==> config.mk <==
export PLATFORM = sky130hd
export DESIGN_NAME = crc_check
export DESIGN_NICKNAME = d
export VERILOG_FILES = /design/src/rtl/crc_check_pkg.sv /design/src/rtl/crc_check_delay_line.sv /design/src/rtl/crc_check.sv
export SDC_FILE = /design/constraint.sdc
export NUM_CORES = 1
export LEC_CHECK = 0
export ABC_AREA = 1
export BUFFER_PORTS_ARGS = -buffer_cell sky130_fd_sc_hd__buf_4
export CAP_MARGIN = 20
export CORE_UTILIZATION = 50
export DETAILED_ROUTE_END_ITERATION = 10
export PLACE_DENSITY = 0.75
export SLEW_MARGIN = 15
export SYNTH_ARGS = -nofsm -noshare
export SYNTH_HDL_FRONTEND = slang
export SYNTH_SLANG_ARGS = --single-unit
==> constraint.sdc <==
create_clock -name I_clk -period 4.4 [get_ports I_clk]
set_input_delay 0.66 -clock I_clk [delete_from_list [all_inputs] [get_ports I_clk]]
set_output_delay 0.66 -clock I_clk [all_outputs]
set_load 0.005 [all_outputs]
==> src/rtl/crc_check_pkg.sv <==
// -----------------------------------------------------------------------------
// crc_check_pkg
//   Shared types and helpers for the receive-side CRC checker.
//   - state_e : checker FSM encoding (IDLE/FILL/RUN)
//   - f_rev8  : bit-order reversal within one byte, used by the CRC output
//               transform when the link sends each CRC byte LSB-first
// -----------------------------------------------------------------------------
package crc_check_pkg;

   typedef enum logic [1:0] {
      ST_IDLE = 2'd0,
      ST_FILL = 2'd1,
      ST_RUN  = 2'd2
   } state_e;

   function automatic logic [7:0] f_rev8(input logic [7:0] b);
      logic [7:0] r;
      for (int i = 0; i < 8; i++) r[i] = b[7-i];
      return r;
   endfunction

endpackage

==> src/rtl/crc_check_delay_line.sv <==
// -----------------------------------------------------------------------------
// crc_delay_line
//   N-word shift register holding the most recent N words of a frame, so the
//   trailing CRC words are never forwarded as payload. A new word always enters
//   at slot 0; once N words are held, a push displaces the oldest word (slot
//   N-1), which is reported on O_head/O_head_v as payload.
// Ports
//   I_clk, I_rst     clock, synchronous active-high reset
//   I_push           store I_data this cycle
//   I_clr            with I_push: this word starts a new frame (fill restarts at 1)
//   I_data           word to store
//   O_head           oldest held word
//   O_head_v         O_head is displaced by this cycle's push
//   O_fill           number of words currently held (0..N)
//   O_contents_nxt   line contents after this cycle's push, oldest word in MSBs
// -----------------------------------------------------------------------------
module crc_delay_line #(
   parameter int C_DWIDTH = 8,
   parameter int C_N      = 4
) (
   input  logic                          I_clk,
   input  logic                          I_rst,
   input  logic                          I_push,
   input  logic                          I_clr,
   input  logic [C_DWIDTH-1:0]           I_data,
   output logic [C_DWIDTH-1:0]           O_head,
   output logic                          O_head_v,
   output logic [$clog2(C_N+1)-1:0]      O_fill,
   output logic [C_N*C_DWIDTH-1:0]       O_contents_nxt
);

   localparam int CW = $clog2(C_N+1);

   logic [C_N-1:0][C_DWIDTH-1:0] mem_q, mem_d;
   logic [CW-1:0]                fill_q, fill_d;

   always_comb begin
      mem_d  = mem_q;
      fill_d = fill_q;
      if (I_push) begin
         for (int i = C_N-1; i > 0; i--) mem_d[i] = mem_q[i-1];
         mem_d[0] = I_data;
         // Stale words from an abandoned frame may remain in upper slots; they
         // are shifted out before fill reaches N again, so they never surface.
         if (I_clr)                     fill_d = CW'(1);
         else if (fill_q != CW'(C_N))   fill_d = fill_q + 1'b1;
      end
   end

   always_ff @(posedge I_clk) begin
      if (I_rst) begin
         mem_q  <= '0;
         fill_q <= '0;
      end else begin
         mem_q  <= mem_d;
         fill_q <= fill_d;
      end
   end

   assign O_head         = mem_q[C_N-1];
   assign O_head_v       = I_push & ~I_clr & (fill_q == CW'(C_N));
   assign O_fill         = fill_q;
   assign O_contents_nxt = mem_d;

endmodule

==> src/rtl/crc_check.sv <==
// -----------------------------------------------------------------------------
// crc_check
//   Receive-side CRC checker. The last N = C_GEN_WIDTH/C_DWIDTH words of each
//   frame carry the CRC; they are held back in a delay line and stripped, the
//   remaining payload is forwarded and run through the CRC, and one verdict
//   pulse per frame reports the comparison against the received CRC.
// Ports
//   I_clk, I_rst          clock, synchronous active-high reset
//   I_data/I_data_v       input word stream
//   I_sof/I_eof           frame delimiters, qualified by I_data_v
//   O_data/O_data_v       payload words, registered one clock after displacement
//   O_data_eof            last payload word, coincident with O_chk_v
//   O_chk_v               one-cycle verdict pulse, one clock after the eof beat
//   O_chk_ok              received CRC matched
//   O_len_err             frame had no payload word (<= N words)
//   O_crc_calc            computed CRC after output transform
// -----------------------------------------------------------------------------
module crc_check
   import crc_check_pkg::*;
#(
   parameter int                     C_DWIDTH      = 8,
   parameter int                     C_GEN_WIDTH   = 32,
   parameter logic [C_GEN_WIDTH-1:0] C_GEN_SEQ     = 32'h04c11db7,
   parameter logic [C_GEN_WIDTH-1:0] C_INIT        = 32'hffffffff,
   parameter int                     C_IN_INVERT   = 0,
   parameter int                     C_BIT_REVERSE = 0,
   parameter int                     C_BYTE_INVERT = 0
) (
   input  logic                   I_clk,
   input  logic                   I_rst,
   input  logic [C_DWIDTH-1:0]    I_data,
   input  logic                   I_data_v,
   input  logic                   I_sof,
   input  logic                   I_eof,
   output logic [C_DWIDTH-1:0]    O_data,
   output logic                   O_data_v,
   output logic                   O_data_eof,
   output logic                   O_chk_v,
   output logic                   O_chk_ok,
   output logic                   O_len_err,
   output logic [C_GEN_WIDTH-1:0] O_crc_calc
);

   localparam int N  = C_GEN_WIDTH / C_DWIDTH;
   localparam int CW = $clog2(N+1);

   function automatic logic [C_DWIDTH-1:0] f_data_invert(input logic [C_DWIDTH-1:0] d);
      logic [C_DWIDTH-1:0] r;
      for (int i = 0; i < C_DWIDTH; i++) r[i] = d[C_DWIDTH-1-i];
      return r;
   endfunction

   // One word of CRC update, bit 0 of the (optionally reversed) word first.
   function automatic logic [C_GEN_WIDTH-1:0] f_crc_next(input logic [C_GEN_WIDTH-1:0] crc,
                                                         input logic [C_DWIDTH-1:0]    d);
      logic [C_DWIDTH-1:0] b;
      logic                fb;
      b = (C_IN_INVERT != 0) ? f_data_invert(d) : d;
      for (int i = 0; i < C_DWIDTH; i++) begin
         fb  = crc[C_GEN_WIDTH-1] ^ b[i];
         crc = {crc[C_GEN_WIDTH-2:0], 1'b0} ^ (fb ? C_GEN_SEQ : '0);
      end
      return crc;
   endfunction

   // Register value -> on-the-wire CRC representation.
   function automatic logic [C_GEN_WIDTH-1:0] f_byte_inv(input logic [C_GEN_WIDTH-1:0] c);
      logic [C_GEN_WIDTH-1:0] t;
      t = (C_BIT_REVERSE != 0) ? ~c : c;
      if (C_BYTE_INVERT != 0)
         for (int by = 0; by < C_GEN_WIDTH/8; by++) t[by*8 +: 8] = f_rev8(t[by*8 +: 8]);
      return t;
   endfunction

   state_e                 state_q, state_d;
   logic [C_GEN_WIDTH-1:0] crc_q, crc_d, crc_nxt;
   logic [C_DWIDTH-1:0]    data_q, data_d;
   logic                   data_v_q, data_v_d, data_eof_q, data_eof_d;
   logic                   chk_v_q, chk_v_d, chk_ok_q, chk_ok_d, len_err_q, len_err_d;
   logic [C_GEN_WIDTH-1:0] crc_calc_q, crc_calc_d;

   logic                   push, clr, head_v;
   logic [C_DWIDTH-1:0]    head;
   logic [CW-1:0]          fill;
   logic [C_GEN_WIDTH-1:0] contents_nxt;

   // Non-sof words are dropped while idle; a valid sof always (re)starts a frame.
   assign push = I_data_v & (I_sof | (state_q != ST_IDLE));
   assign clr  = I_data_v & I_sof;

   crc_delay_line #(.C_DWIDTH(C_DWIDTH), .C_N(N)) u_dl (
      .I_clk          (I_clk),
      .I_rst          (I_rst),
      .I_push         (push),
      .I_clr          (clr),
      .I_data         (I_data),
      .O_head         (head),
      .O_head_v       (head_v),
      .O_fill         (fill),
      .O_contents_nxt (contents_nxt)
   );

   always_comb begin
      state_d    = state_q;
      crc_d      = crc_q;
      data_d     = data_q;
      data_v_d   = 1'b0;
      data_eof_d = 1'b0;
      chk_v_d    = 1'b0;
      chk_ok_d   = 1'b0;
      len_err_d  = 1'b0;
      crc_calc_d = crc_calc_q;
      crc_nxt    = f_crc_next(crc_q, head);

      if (I_data_v) begin
         if (I_sof) begin
            crc_d = C_INIT;
            if (I_eof) begin
               chk_v_d    = 1'b1;
               len_err_d  = 1'b1;
               crc_calc_d = f_byte_inv(C_INIT);
               state_d    = ST_IDLE;
            end else begin
               state_d    = (N == 1) ? ST_RUN : ST_FILL;
            end
         end else if (state_q != ST_IDLE) begin
            if (head_v) begin
               crc_d    = crc_nxt;
               data_d   = head;
               data_v_d = 1'b1;
            end
            if (I_eof) begin
               chk_v_d = 1'b1;
               state_d = ST_IDLE;
               if (head_v) begin
                  // After the eof push the line holds exactly the N CRC words.
                  data_eof_d = 1'b1;
                  crc_calc_d = f_byte_inv(crc_nxt);
                  chk_ok_d   = (f_byte_inv(crc_nxt) == contents_nxt);
               end else begin
                  len_err_d  = 1'b1;
                  crc_calc_d = f_byte_inv(crc_q);
               end
            end else if (fill == CW'(N-1)) begin
               state_d = ST_RUN;
            end
         end
      end
   end

   always_ff @(posedge I_clk) begin
      if (I_rst) begin
         state_q    <= ST_IDLE;
         crc_q      <= C_INIT;
         data_q     <= '0;
         data_v_q   <= 1'b0;
         data_eof_q <= 1'b0;
         chk_v_q    <= 1'b0;
         chk_ok_q   <= 1'b0;
         len_err_q  <= 1'b0;
         crc_calc_q <= '0;
      end else begin
         state_q    <= state_d;
         crc_q      <= crc_d;
         data_q     <= data_d;
         data_v_q   <= data_v_d;
         data_eof_q <= data_eof_d;
         chk_v_q    <= chk_v_d;
         chk_ok_q   <= chk_ok_d;
         len_err_q  <= len_err_d;
         crc_calc_q <= crc_calc_d;
      end
   end

   assign O_data     = data_q;
   assign O_data_v   = data_v_q;
   assign O_data_eof = data_eof_q;
   assign O_chk_v    = chk_v_q;
   assign O_chk_ok   = chk_ok_q;
   assign O_len_err  = len_err_q;
   assign O_crc_calc = crc_calc_q;

endmodule

; ---- Yosys cells after proc, flatten, opt, wreduce, memory -nomap -nowiden
; Index checks and enable logic that the tools add are counted.
[totals]
inputBits = 13
reg_bits = 114
out_inout_bits = 45
[classes]
bitwise = 27
n_addsub = 1
eq_ne = 4
muxes = 31
reduce_logical = 13
[op_table]
columns = operator, count
row1 = $mux W32, 8
row2 = $xor A32 B27 Y32, 8
row3 = $mux W27, 8
row4 = $eq A32 B32 Y1, 1
row5 = $mux W1, 9
row6 = $mux W2, 4
row7 = $xor A1 B1 Y1, 8
row8 = $mux W3, 2
row9 = $not A1 Y1, 6
row10 = $reduce_and A3 Y1, 2
row11 = $reduce_bool A2 Y1, 3
row12 = $reduce_or A6 Y1, 1
row13 = $reduce_or A5 Y1, 1
row14 = $and A1 B1 Y1, 4
row15 = $reduce_and A2 Y1, 2
row16 = $reduce_and A4 Y1, 1
row17 = $reduce_or A4 Y1, 1
row18 = $add A3 B1 Y3 const B, 1
row19 = $eq A3 B2 Y1 const B, 1
row20 = $eq A3 B3 Y1 const B, 1
row21 = $ne A3 B3 Y1 const B, 1
row22 = $reduce_bool A3 Y1, 1
row23 = $reduce_or A2 Y1, 1
row24 = $or A1 B1 Y1, 1

; ---- Logic depth before layout (Yosys ltp)
; Gate-level depths: netlist of run 1.
[logic_depth]
word_depth = 28
depth_mapped = 17

; ---- Modules after synthesis
; From an unflattened synthesis of run 1, not the netlist that was laid out.
[unflattened]
hier_cells = 1110
area_unflattened_um2 = 6799.0
[by_module_without_submodules]
columns = mod, instances, cells_per_inst, area_per_inst_um2
row1 = crc_check, 1, 899, 5308.8
row2 = crc_delay_line, 1, 211, 1490.2

; ---- Worst setup path before layout of run 1
; Ideal clock, no wire load.
[synth_timing]
path_kind = input to register
from = input port I_data_v
to = register crc_q[15]
slack_ns = 2.465
t_required_ns = 4.272
arrival_ns = 1.807
stages = 8
n_path_buf = 2
setup_time_ns = 0.128
cell_sequence = buf_2 nand2_1 nor2_2 nor2_2 inv_1 clkbuf_1 o21ai_0 o21ai_0
[synth_via]
elab_chain_len = 7
[synth_rtl]
columns = element, line
row1 = "start, declared", crc_check.sv:32  ; input logic I_data_v,
row2 = $and A1 B1 Y1, crc_check.sv:89  ; assign clr = I_data_v & I_sof;
row3 = $not A1 Y1, crc_check_delay_line.sv:61  ; assign O_head_v = I_push & ~I_clr & (fill_q == CW'(C_N));
row4 = $and A1 B1 Y1 (2 in a row), crc_check_delay_line.sv:61
row5 = $mux W32 (3 in a row), n/a
row6 = "end signal, assigned", crc_check.sv:164  ; crc_q <= crc_d;
row7 = "end, declared", crc_check.sv:76  ; logic [C_GEN_WIDTH-1:0] crc_q, crc_d, crc_nxt;
; Several ways; a longest one is shown, not always the timed one. The select of a mux whose other input is x is not followed.
; A chain may end at the register's enable or synchronous reset.

; ---- Final worst setup path of run 1
[layout_timing]
from = register state_q[0]
to = register crc_calc_q[15], in the netlist O_crc_calc[15]
[layout_via]
elab_chain_len = 9
[layout_rtl]
columns = element, line
row1 = "start, declared", crc_check.sv:75  ; state_e state_q, state_d;
row2 = "start signal, assigned", crc_check.sv:163  ; state_q <= state_d;
row3 = $reduce_bool A2 Y1 (*), "crc_check.sv:88, crc_check.sv:126"
row4 = $or A1 B1 Y1, crc_check.sv:88  ; assign push = I_data_v & (I_sof | (state_q != ST_IDLE));
row5 = $and A1 B1 Y1, crc_check.sv:88
row6 = $and A1 B1 Y1 (2 in a row), crc_check_delay_line.sv:61
row7 = $mux W32, n/a
row8 = $mux W32, crc_check.sv:132  ; if (I_eof) begin
row9 = $mux W32, crc_check.sv:126  ; end else if (state_q != ST_IDLE) begin
row10 = $mux W32, crc_check.sv:116  ; if (I_sof) begin
row11 = "end signal, assigned", crc_check.sv:171  ; crc_calc_q <= crc_calc_d;
row12 = "end, declared", crc_check.sv:80  ; logic [C_GEN_WIDTH-1:0] crc_calc_q, crc_calc_d;
; Mark *: on every way between the ends. The rest lies on a longest branch, timed or not. The select of a mux whose other input is x is not followed.

==> results of run 1 <==
[placed cells by master, fill, tap and decap left out, drive strengths merged, types with 5 or more instances in the layout]
cell type  count
buf           61
nand3        101
inv          126
a22oi          5
clkinv         6
o22ai         11
nor2          67
clkbuf        20
dfxtp        114
o21ai        110
a21oi         53
xor2           5
nand2        402
[per-stage QoR]
step / hold slack [ns] / utilization / area (um2) / worst slack (ns) / cells
final: 0.4688 / 0.5981 / 7547 / 1.741 / 1280
after global routing: 0.5024 / 0.5981 / 7547 / 1.402 / 1280
after CTS: 0.4709 / 0.5981 / 7547 / 1.719 / 1280
after detailed placement: 0.4631 / 0.5515 / 6959 / 1.345 / 1248
after global placement: 0.4569 / 0.5515 / 6959 / 1.430 / 1248
after floorplan: 0.4435 / - / 6470 / 2.465 / 1056
[worst min path at each step]
stage / depth (start not counted) / endpoint / slack [ns] / startpoint
after global routing: 2 / state_q[1] / 0.50 / state_q[1]
after detailed placement: 2 / state_q[1] / 0.46 / state_q[1]
after global placement: 2 / state_q[1] / 0.46 / state_q[1]
after CTS: 2 / state_q[1] / 0.47 / state_q[1]
final: 2 / state_q[1] / 0.47 / state_q[1]
after floorplan: 2 / state_q[1] / 0.44 / state_q[1]
[cell type report]
| cell class | count | area [um2] |
|---|---|---|
| well taps | 172 | 215.2 |
| repair buffers | 61 | 457.9 |
| clock buffers | 20 | 456.7 |
| inverters | 126 | 475.5 |
| clock inverters | 12 | 131.4 |
| flip-flops and latches | 114 | 2282 |
| fillers | 1247 | 5072 |
| multi-input cells | 775 | 3528 |
[flip-flops by register name, indices dropped and copies added, names as in the netlist]
name,count
u_dl.mem_q,24
O_crc_calc,32
O_len_err,1
O_chk_v,1
state_q,2
O_chk_ok,1
crc_q,32
u_dl.O_fill,3
O_data_eof,1
O_data,8
u_dl.O_head,8
O_data_v,1
[per-layer routing]
metal  wire [um]  global-route usage  up-vias
met5           0                   0        -
met4         666              0.1393        0
met3        1923             0.06328       48
li1            -                   -     3452
met2        8203              0.4647      321
met1        8887              0.4355     3128
[worst reg2reg max path, stage by stage (launching register included)]
cell	delay (ns)
dfxtp_1	0.33
nor2_1	0.13
nand2_2	0.11
nand2_4	0.62
nor2_2	0.04
buf_4	0.23
inv_2	0.33
nor2_1	0.10
inv_1	0.43
o21ai_0	0.20
[kinds of logic (layout without fill, tap and decap cells)]
kind of cell | count (synthesis) | in the layout
xor gates and xnor gates | 5 | 5
adders and majority gates | 3 | 3
AOI/OAI and AO/OA | 188 | 188
buffers and inverters | 167 | 219
DFF | 114 | 114
and+or+nand+nor | 579 | 579
[power by group through the flow]
stage | clock (mW) | combinational (mW) | sequential, mW
after floorplan | 0 | 0.511 | 1.14
after global placement | 0 | 0.694 | 1.15
after detailed placement | 0 | 0.700 | 1.15
after CTS | 1.38 | 0.706 | 1.13
after global routing | 1.43 | 0.812 | 1.14
final | 1.38 | 0.722 | 1.13
==> impl_metrics.csv, run 1 <==
group,metric,value,unit
cts,insertion_delay,0.43,ns
sta,rsz0062_at_grt,"false",
critical_path,cp-end-kind,"flop",
synth,synthDominantCellAreaShare,0.3527,
sta,fin_crit,2.659,ns
cells_and_area,area_growth,16.65,%
critical_path,slowest_stage,"nand2_4",
sta,min_period_over_period,0.6042,
synth,synthTopCellsByCount,"373 x nand2_1, 115 x inv_1, 114 x dfxtp_1, 104 x o21ai_0, 101 x nand3_1",
pwr,p_int,2.176,mW
synth,synth_warnings,0,
global_routing,grt_max_degree,94,
critical_path,path_max_fanout,93,
detailed_routing,dr_total_vias,6949,
cts,postCtsHoldBufs,0,
sta,setup_viol,0,
floorplan,die_w,115.8,um
synth,synth-seq-area-share,0.3527,
critical_path,worstSetupPathType,"flop to flop",
sta,drv_slew,0,
sta,fmax,0.3761,GHz
synth,synth_edf_count,0,
cells_and_area,drive_above_1_share,0.1218,
sta,max_slew_margin,0.4106,
detailed_routing,routed_wirelength,19680,um
synth,synthAdderAreaFrac,0.005802,
synth,synth_area_leaders,"dfxtp_1 35%, nand2_1 22%, o21ai_0 8.0%",
synth,synth_area,6470,um2
synth,synth_area_per_cell,6.127,um2
floorplan,die-area,13400,um2
synth,synthArstFlopShare,0,
floorplan,ios,58,
pwr,p_sw,1.061,mW
synth,synth_nets,1072,
critical_path,r2r-end,"O_crc_calc[15]",
synth,yosysMostFrequentCell,"nand2_1",
synth,yosys_most_used_dff,"dfxtp_1",
critical_path,rr_worst_depth,9,
critical_path,cpPeakStageDelay,0.62,ns
detailed_routing,drc,0,
synth,synth_compound_area_frac,0.1537,
cells_and_area,antenna_cells,0,
sta,setup_tns,0,ns
floorplan,num_rows,41,
place,port_buffers,57,
cts,htree_levels,4,
worst_hold_path,hold_path.class,"flop to flop",
critical_path,rr_startpoint,"state_q[0]",
cts,cts.repair.resized,0,
synth,yosysUniqueCellTypes,35,
pwr,p_per_area,428.9,nW/um2
cells_and_area,fin_nets,1111,
critical_path,endpoint,"O_crc_calc[15]",
global_routing,grt_pass1_vias,6079,
detailed_routing,dr.first_iter.drc_count,627,
pwr,vdd_drop_max,0.0003220,V
place,routabilityCongestion,0.9732,
job,cap_violations,0,
critical_path,worst_ep_arrival_time,2.94,ns
pwr,clockPowerShare,0.426,
critical_path,crit_start,"state_q[0]",
pwr,seqPwrFrac,0.351,
synth,synth_top_family_by_area,"simple AND/OR/NAND/NOR gates",
cts,post_cts_buffers,0,
cts,cts_tree,"yes",
detailed_routing,vias_per_cell,5.429,
detailed_routing,avgRoutedWirePerCell,15.38,um
cts,cts_buffers,17,
critical_path,path_depth,9,
synth,netlist_instances,1056,
pwr,power_frac_comb,0.223,
global_routing,antenna_found_initial,0,
sta,fin_skew,0.008630,ns
cts,cts_root_buf,"clkbuf_16",
floorplan,core-area,12620,um2
synth,synthSimpleGateAreaFrac,0.3771,
floorplan,die_height,115.8,um
critical_path,path_cells,"nor2_1 > nand2_2 > nand2_4 > nor2_2 > buf_4 > inv_2 > nor2_1 > inv_1 > o21ai_0",
synth,ys_ff_latch,114,
place,dpl.hpwl,14040,um
cts,clkSinkCount,114,
critical_path,crit_top_cell,"nor2_1",
global_routing,grt_pass1_wl,31730,um
synth,synth-xor-area-share,0.007929,
synth,synth_mux_area_frac,0,
critical_path,cp_num_buf_inv,3,
pwr,total_power,3.237,mW
global_routing,grt.total_usage,0.3121,
critical_path,regToRegSetupSlack,1.74,ns
pwr,switching_share,0.3279,
sta,worstMarginPinSlew,0.8842,ns
critical_path,critPathLaunchType,"flop",
cts,cts_buffer_depth,2,
status,outcome,"complete, no violations",
synth,post-synth-top-area-cell,"dfxtp_1",
pwr,leakage,3.856,nW
sta,final-hold-violation-count,0,
global_routing,grt.overflow.total,0,
critical_path,crit_required,4.68,ns
detailed_routing,drtPass1Iterations,6,
floorplan,floorplan.initialDensity,0.5127,
cts,cts.clk_slew.worst_paths,0.06,ns
detailed_routing,ant_nets,0,
critical_path,crit_family,"simple AND/OR/NAND/NOR gates",
(Power assumes the default switching activity.)
==> run 2, diff against run 1 <==
--- a/config.mk
+++ b/config.mk
@@ -5,12 +5,12 @@
 export SDC_FILE = /design/constraint.sdc
 export NUM_CORES = 1
 export LEC_CHECK = 0
-export ABC_AREA = 1
+export ABC_AREA = 0
 export BUFFER_PORTS_ARGS = -buffer_cell sky130_fd_sc_hd__buf_4
 export CAP_MARGIN = 20
 export CORE_UTILIZATION = 50
 export DETAILED_ROUTE_END_ITERATION = 10
-export PLACE_DENSITY = 0.75
+export PLACE_DENSITY = 0.78
 export SLEW_MARGIN = 15
 export SYNTH_ARGS = -nofsm -noshare
 export SYNTH_HDL_FRONTEND = slang
==> constraint.sdc (replaced) <==
create_clock -name I_clk -period 2.25 [get_ports I_clk]
set_input_delay 0.3375 -clock I_clk [delete_from_list [all_inputs] [get_ports I_clk]]
set_output_delay 0.3375 -clock I_clk [all_outputs]
set_load 0.005 [all_outputs]
==> run 2 against run 1 <==
Effect of this change: the flow now finishes with violations (setup timing); design area rose by 4.4%; final cell count fell by 31%; wire length fell by 14%; setup slack got worse by 1.8 ns.
==> impl_metrics.csv, run 2 <==
group,metric,value,unit
status,outcome,"finished, violations left",
status,violations,"setup timing",
sta,setup_viol,1,
synth,synth_area_per_cell,9.549,um2
synth,synthTopCellsByCount,"124 x nor2_1, 114 x dfxtp_1, 49 x a211oi_1, 42 x xnor2_1, 34 x clkbuf_1",
synth,synthArstFlopShare,0,
detailed_routing,ant_nets,0,
detailed_routing,drc,0,
global_routing,grt_util_met1,0.3777,
detailed_routing,avgRoutedWirePerCell,19.14,um
synth,synthDominantCellAreaShare,0.3931,
detailed_routing,routed_wirelength,16980,um
floorplan,num_rows,38,
cts,cts_tree,"yes",
sta,min_period_over_period,1.046,
cts,postCtsHoldBufs,0,
synth,ys_ff_latch,114,
pwr,p_sw,1.754,mW
pwr,p_int,4.508,mW
critical_path,path_max_fanout,14,
sta,worstMarginPinSlew,1.125,ns
critical_path,cpPeakStageDelay,0.42,ns
critical_path,worstSetupPathType,"flop to flop",
sta,fin_crit,2.352,ns
global_routing,antenna_found_initial,0,
detailed_routing,dr.first_iter.drc_count,372,
synth,synth_nets,624,
pwr,power_frac_comb,0.231,
cells_and_area,antenna_cells,0,
place,routabilityCongestion,0.9636,
cts,cts_buffers,17,
detailed_routing,drtPass1Iterations,5,
floorplan,core-area,11080,um2
synth,yosys_most_used_dff,"dfxtp_1",
job,cap_violations,0,
floorplan,ios,58,
cells_and_area,finalInstanceArea,7878,um2
global_routing,grt_pass1_vias,4765,
critical_path,slowest_stage,"o31a_4",
global_routing,grt_pass1_wl,25820,um
synth,synth-seq-area-share,0.3931,
critical_path,crit_required,2.59,ns
sta,holdWs,0.1527,ns
sta,setup_tns,-0.1025,ns
synth,synth_area_leaders,"dfxtp_1 39%, nor2_1 8.0%, a211oi_1 6.3%",
synth,synth_warnings,0,
pwr,switching_share,0.2801,
sta,final-hold-violation-count,0,
critical_path,cp-end-kind,"flop",
cells_and_area,mostFrequentLayoutCells,"145 x buf_4, 123 x nor2_1, 103 x dfxtp_1",
cells_and_area,fin_nets,751,
place,place_ws,-0.3985,ns
global_routing,met2_usage,0.4861,
synth,yosysUniqueCellTypes,45,
sta,fin_skew,0.008227,ns
pwr,vdd_drop_max,0.0007205,V
sta,rsz0062_at_grt,"true",
place,dpl.hpwl,12100,um
critical_path,critPathLaunchType,"flop",
global_routing,grt_max_degree,110,
cells_and_area,drive_above_1_share,0.3400,
cts,cts_root_buf,"clkbuf_16",
synth,synth_edf_count,0,
floorplan,floorplan.initialDensity,0.5241,
critical_path,regToRegSetupSlack,-0.10,ns
cells_and_area,area_growth,35.69,%
pwr,leakage,3.204,nW
pwr,p_per_area,795.0,nW/um2
global_routing,grt.overflow.total,0,
detailed_routing,dr_total_vias,4990,
cts,insertion_delay,0.43,ns
global_routing,busiest_layer,"met2",
cells_and_area,fill_cells,822,
cts,cts_buffer_depth,2,
sta,worst_slack,-0.1025,ns
pwr,seqPwrFrac,0.349,
floorplan,die_height,109.8,um
cts,htree_levels,4,
worst_hold_path,hold_path.class,"input port to flop",
sta,max_slew_margin,0.2502,
place,place_area,7013,um2
sta,drv_slew,0,
pwr,clockPowerShare,0.420,
cts,cts.clk_slew.worst_paths,0.05,ns
critical_path,worst_ep_arrival_time,2.70,ns
cells_and_area,final_common_cell,"buf_4",
global_routing,met3_usage,0.07291,
synth,synth_area,5806,um2
synth,post-synth-top-area-cell,"dfxtp_1",
floorplan,die-area,12050,um2
detailed_routing,vias_per_cell,5.626,
place,port_buffers,57,
synth,yosysMostFrequentCell,"nor2_1",
floorplan,die_w,109.8,um
sta,fmax,0.4251,GHz
synth,netlist_instances,608,
global_routing,grt.total_usage,0.3001,
cts,clkSinkCount,114,
critical_path,path_cells,"o31a_4 > buf_12 > buf_4 > mux2i_1 > xnor2_1 > nor3_1 > o2111ai_1 > nor4_2",
[run 2: changes by cell type after synthesis, sizes merged, moves of 15 or more]
cell / before / now
a21oi: 53 / 23
inv: 124 / 4
xor2: 5 / 32
nand3: 101 / 4
nor2: 67 / 124
o21ai: 110 / 2
xnor3: 0 / 15
xnor2: 0 / 54
a211oi: 1 / 50
mux2i: 0 / 33
a211o: 0 / 24
nand2: 402 / 32
[run 2: worst max-delay path: cells and delay by family (launching register included)]
family	cells	cell delay [ns]
compound gates	2	0.61
simple gates	2	0.50
mux	1	0.35
buf+inv	2	0.34
flops	1	0.32
xor+xnor	1	0.13
[run 2: cell families (layout without fill, tap and decap cells)]
logic type | count (synthesis) | count (layout) | share of synthesized area
AOI/OAI and AO/OA | 119 | 119 | 0.1513
xor gates and xnor gates | 103 | 103 | 0.2228
adders and majority gates | 3 | 3 | 0.006466
buffers and inverters | 45 | 184 | 0.03103
DFF | 114 | 114 | 0.3931
muxes | 33 | 33 | 0.05690
and+or+nand+nor | 191 | 191 | 0.1384
[run 2: layer usage]
metal | vias to the layer above | wire [um]
met5 | - | 0
met4 | 0 | 493
met3 | 36 | 988
met2 | 154 | 8138
met1 | 2421 | 7354
li1 | 2379 | -
[run 2: power by group through the flow]
stage | Combinational (mW) | Clock, mW | Sequential, mW
finish | 1.44 | 2.63 | 2.19
CTS | 1.38 | 2.64 | 2.19
global route | 1.54 | 2.73 | 2.20
detailed placement | 1.33 | 0 | 2.23
global placement | 1.31 | 0 | 2.22
floorplan | 0.824 | 0 | 2.21
[run 2: final timing paths]
path / cells after the start / from / end
setup reg to reg: 8 / state_q[1] / O_chk_ok
setup / recovery: 8 / state_q[1] / O_chk_ok
hold reg to reg: 2 / O_data[1] / O_data[1]
hold / removal: 2 / I_eof / state_q[1]
[run 2: final cells by class]
| cell class | count | area (um2) | area share |
|---|---|---|---|
| tap | 140 | 175.2 | 0.02224 |
| sequential | 114 | 2306 | 0.2927 |
| clock inverter | 11 | 112.6 | 0.01429 |
| clock buffer | 20 | 456.7 | 0.05797 |
| inverter | 4 | 15.01 | 0.001906 |
| multi-input combinational | 449 | 3643 | 0.4625 |
| timing repair buffer | 149 | 1169 | 0.1483 |
[run 2: repair_timing]
item / in CTS / in global routing
setup buffers: 2 / 3
hold endpoints to repair: 0 / 0
endpoints found under the setup margin: 12 / 30
resized for setup: 26 / 32
pin swaps: 8 / 9
[run 2: through the flow]
step,utilization,power [mW],std cells
4_1_cts,0.6955,6.212,884
2_1_floorplan,-,3.036,608
3_5_place_dp,0.6330,3.560,851
6_report,0.7111,6.263,887
3_3_place_gp,0.6330,3.534,851
5_1_grt,0.7111,6.465,887
